File: src/rtl/btn_debounce_multi.sv
// N-channel push-button conditioner: 2-FF synchroniser, tick-sampled debounce with hysteresis,
// and one-clock press/release/long/repeat pulses per channel, all in one clock domain.
`timescale 1ns/1ps
module btn_debounce_multi #(
    parameter int N_BTN        = 5,
    parameter int CLK_HZ       = 100_000_000,
    parameter int TICK_HZ      = 1_000,
    parameter int DEPTH        = 8,
    parameter int LONG_TICKS   = 1000,
    parameter int REPEAT_TICKS = 200
) (
    input  logic             clk,
    input  logic             reset,
    input  logic [N_BTN-1:0] i_btn,
    output logic [N_BTN-1:0] o_level,
    output logic [N_BTN-1:0] o_press,
    output logic [N_BTN-1:0] o_release,
    output logic [N_BTN-1:0] o_long,
    output logic [N_BTN-1:0] o_repeat,
    output logic             o_tick
);

    localparam int DIV   = CLK_HZ / TICK_HZ;
    localparam int DIV_W = (DIV > 1) ? $clog2(DIV) : 1;
    localparam int CNT_W = $clog2(LONG_TICKS + REPEAT_TICKS + 1);

    localparam logic [DIV_W-1:0] DIV_LAST = DIV_W'(DIV - 1);
    localparam logic [CNT_W-1:0] CNT_LONG = CNT_W'(LONG_TICKS);
    localparam logic [CNT_W-1:0] CNT_TOP  = CNT_W'(LONG_TICKS + REPEAT_TICKS);

    logic [DIV_W-1:0] r_div;
    logic             w_tick;
    logic [N_BTN-1:0] r_sync1;
    logic [N_BTN-1:0] r_sync2;
    logic [DEPTH-2:0] r_hist   [N_BTN];
    logic [DEPTH-1:0] w_window [N_BTN];
    logic [CNT_W-1:0] r_hold   [N_BTN];
    logic [CNT_W-1:0] w_holdInc[N_BTN];
    logic [N_BTN-1:0] r_level;
    logic [N_BTN-1:0] r_press;
    logic [N_BTN-1:0] r_release;
    logic [N_BTN-1:0] r_long;
    logic [N_BTN-1:0] r_repeat;

    assign w_tick = (r_div == DIV_LAST);

    always_ff @(posedge clk or posedge reset) begin
        if (reset) begin
            r_div <= '0;
        end else if (w_tick) begin
            r_div <= '0;
        end else begin
            r_div <= r_div + 1'b1;
        end
    end

    always_ff @(posedge clk or posedge reset) begin
        if (reset) begin
            r_sync1 <= '0;
            r_sync2 <= '0;
        end else begin
            r_sync1 <= i_btn;
            r_sync2 <= r_sync1;
        end
    end

    // The window is the post-shift register value: newest sample on top, oldest one drops off
    // the bottom, so only DEPTH-1 past samples need storing.
    always_comb begin
        for (int c = 0; c < N_BTN; c++) begin
            w_window[c]  = {r_sync2[c], r_hist[c]};
            w_holdInc[c] = r_hold[c] + 1'b1;
        end
    end

    always_ff @(posedge clk or posedge reset) begin
        if (reset) begin
            for (int c = 0; c < N_BTN; c++) begin
                r_hist[c] <= '0;
                r_hold[c] <= '0;
            end
            r_level   <= '0;
            r_press   <= '0;
            r_release <= '0;
            r_long    <= '0;
            r_repeat  <= '0;
        end else begin
            r_press   <= '0;
            r_release <= '0;
            r_long    <= '0;
            r_repeat  <= '0;
            if (w_tick) begin
                for (int c = 0; c < N_BTN; c++) begin
                    r_hist[c] <= w_window[c][DEPTH-1:1];
                    if ((&w_window[c]) && !r_level[c]) begin
                        r_level[c] <= 1'b1;
                        r_press[c] <= 1'b1;
                    end else if (!(|w_window[c]) && r_level[c]) begin
                        r_level[c]   <= 1'b0;
                        r_release[c] <= 1'b1;
                        r_hold[c]    <= '0;
                    end else if (r_level[c]) begin
                        // Repeat reloads to LONG so the count never overflows; with no repeat it saturates.
                        if ((REPEAT_TICKS > 0) && (w_holdInc[c] == CNT_TOP)) begin
                            r_repeat[c] <= 1'b1;
                            r_hold[c]   <= CNT_LONG;
                        end else if ((REPEAT_TICKS > 0) || (r_hold[c] != CNT_LONG)) begin
                            r_hold[c] <= w_holdInc[c];
                            if (w_holdInc[c] == CNT_LONG) begin
                                r_long[c] <= 1'b1;
                            end
                        end
                    end
                end
            end
        end
    end

    assign o_level   = r_level;
    assign o_press   = r_press;
    assign o_release = r_release;
    assign o_long    = r_long;
    assign o_repeat  = r_repeat;
    assign o_tick    = w_tick;

endmodule

File: config.mk
export PLATFORM = sky130hd
export DESIGN_NAME = btn_debounce_multi
export DESIGN_NICKNAME = d
export VERILOG_FILES = /design/src/rtl/btn_debounce_multi.sv
export SDC_FILE = /design/constraint.sdc
export NUM_CORES = 1
export LEC_CHECK = 0
export CAP_MARGIN = 20
export CORE_UTILIZATION = 50
export CTS_CLUSTER_DIAMETER = 150
export DETAILED_ROUTE_END_ITERATION = 16
export PLACE_DENSITY_LB_ADDON = 0.25
export SLEW_MARGIN = 0
export SYNTH_ARGS = -nofsm -noshare
export SYNTH_HDL_FRONTEND = slang
export SYNTH_SLANG_ARGS = --single-unit
File: constraint.sdc
create_clock -name clk -period 8.8 [get_ports clk]
set_input_delay 2.64 -clock clk [delete_from_list [all_inputs] [get_ports clk]]
set_output_delay 2.64 -clock clk [all_outputs]
set_load 0.01 [all_outputs]
==> metrics.csv <==
metric,value,unit
first-pass GRT wire length,25.82,mm
PwrDens,163.8,nW/um^2
CTS Root Cell,clkbuf_16,
Largest register FFs,55,
vias in the first global route,5424,
mapped cell area,7392,um^2
layout cells sized above 1,10.63,%
initial DRC count,500,
WP data arrival,2870,ps
drc violations,0,
"commonest non-fill, non-tap cells in the layout","dfrtp_1, nor2_1, nand2_1",
WL/cell,15.54,um
Crit Path Category,flop to output pin,
VDD IR max,134.4,uV
worst hold stages,0,
Reg-to-Reg Start,r_hold[22],
# diodes,0,
Skew-Pair Late Insertion Delay,420,ps
CTS buffer count,17,
Synth top area share,48.07,%
fin nets,805,
"Top FF cell, synth",dfrtp_1,
Final setup viols,0,
r2r setup slk,5830,ps
post-synthesis cell count,767,
"Core Util, Final",58.08,%
initial antenna violation count,0,
"most common cell after layout, fill and taps aside",dfrtp_1,
Initial Util,51.05,%
clock slew seen by the registers of the worst setup and hold paths,60,ps
Max clock buf depth,2,
min-delay src,r_sync1[4],
cell accounting for the most synthesized area,dfrtp_1,
Pwr Total,1.378,mW
drt total wl,15.29,mm
"Area growth, synth to finish",13.76,%
synth warn,0,
Fin. Hold Viols,0,
outcome,finished clean,
Worst Skew,8.553,ps
WP data required,6160,ps
sequential share of the synthesized area,48.07,%
# hold bufs at CTS,0,
"Gates resized, CTS repair",0,
clock sinks,142,
Avg Inst Size Synth,9.638,um^2
Tcrit/Tclk final,62.60,%
setup TNS,0,ps
I/O Buffers,32,
Ports,33,
via count,5918,
FMAX,181.5,MHz
asr flop ratio synth,100.0,%
startpoint types,flop,
Final min period,5509,ps
Max Slew Vio Count,0,
crit end category,output pin,
Reg-to-Reg End,r_hold[32],
hold crit path type,flop to flop,
RSZ-0062 raised after global routing,no,
die width,123.6,um
WHS Endpoint,r_sync2[4],
"FF+latch count, synth",142,
DP HPWL,10.36,mm
placed instance count,952,
synth unique cells,62,
Crit Path Max Fanout,8,
r2r worst-path depth,7,
Core ar.,14480,um^2
syn_nets,785,
die height,123.6,um
die area,15270,um^2
crit path from,r_div[5],
Post-synth EDFFs,0,
Reg with most FFs,r_hold,
maxcap violations,0,
post-route ant nets,0,
GPL Wtd Cong,0.9068,
DR pass1 iterations,6,
top flop regs,"r_hold: 55 flops, r_hist: 35 flops, r_div: 17 flops",
total gr overflow,0,
Worst Max-Slew Pin Slew,1100,ps
leakage power,3.658,nW
post-CTS setup repair buffer count,0,
final non-filler cell total,984,
GRT Overall Usage,21.45,%
Filler Cell Count,1218,
Cell Rows,44,
pin count of the biggest net entering global routing,93,
via/cell ratio,6.014,
Slew HR,26.00,%
htree depth,4,
CTS tree,done,
Area contributors post-synth,"dfrtp_1, mux2_2, nand3_1",
==> routing by layer <==
layer | share of wire [%] | track usage (%)
met4 | 1.1 | 6.777
met1 | 47 | 29.67
met3 | 4.4 | 4.029
met5 | 0 | 0
met2 | 48 | 34.10
==> where the power goes <==
part	internal (mW)	switching [mW]	total, mW
combinational	0.00509	0.0183	0.0234
sequential	0.655	0.00132	0.656
clock	0.400	0.298	0.698
==> layout make-up <==
class | instances | area, um^2 | share of cell area, %
well taps | 184 | 230.2 | 2.738
multi-input cells | 577 | 3636 | 43.24
inverters | 14 | 70.07 | 0.8332
clock buffers | 18 | 429.2 | 5.103
clock inverters | 14 | 147.6 | 1.756
repair buffers | 35 | 342.8 | 4.077
flip-flops and latches | 142 | 3553 | 42.26
==> Yosys cell counts (2+ instances only) <==
library cell  number
nor4_1            25
or2_2              5
and3_1            21
xnor2_1           23
nor2b_1            4
a211oi_1           3
a21o_1             5
a22oi_1            2
nand2_1           71
mux2i_1            5
buf_2              7
and2_0             2
nor3_1            21
o31ai_1            8
a21boi_0           2
mux2_2            37
nand4b_1           5
nor3b_1            4
buf_1              3
a211o_1            3
nand4bb_1          2
ha_1              11
nand3_1           54
o311ai_0           2
o21a_1             3
nand4_1           18
nand3b_1           4
o211ai_1           4
and2_1             5
and4_1             7
a22o_1             3
inv_1             13
nor2_1            72
a31oi_1            5
nor4b_1            6
nand2b_1           8
a21oi_1           17
o21ai_0           53
dfrtp_1          142
o221ai_1           2
clkbuf_1          23
or3_1             13
or4_1              8
xor2_1            18
==> per-stage QoR <==
stage                     cell area (um^2)  worst slack, ps  hold WS, ps
final                                 8409             3291        348.9
after global routing                  8409             3208        358.3
after CTS                             8409             3243        350.0
after detailed placement              7833             3701        335.5
after global placement                7833             3722        334.6
after floorplan                       7392             2350        331.2
==> cells by family after synthesis <==
| family | share of synthesized area (%) |
|---|---|
| buf+inv | 2.827 |
| mux | 6.314 |
| simple gates | 25.97 |
| compound gates | 10.11 |
| xor+xnor | 4.858 |
| flops | 48.07 |
| fa+ha+maj | 1.862 |
==> how the worst max path moves through the flow <==
stage                 endpoint  slack (ps)  depth (start not counted)
floorplan           o_level[0]        2350                          1
global placement        o_tick        3720                          4
detailed placement      o_tick        3700                          4
CTS                     o_tick        3240                          4
global route            o_tick        3210                          4
finish                  o_tick        3290                          4
==> critical path, stage by stage (launching register included) <==
cell and delay, ps:
dfrtp_1 440, or4b_1 570, or4_1 730, clkinv_8 160, clkdlybuf4s50_1 550
No activity file was read; power rests on OpenSTA's default activity.
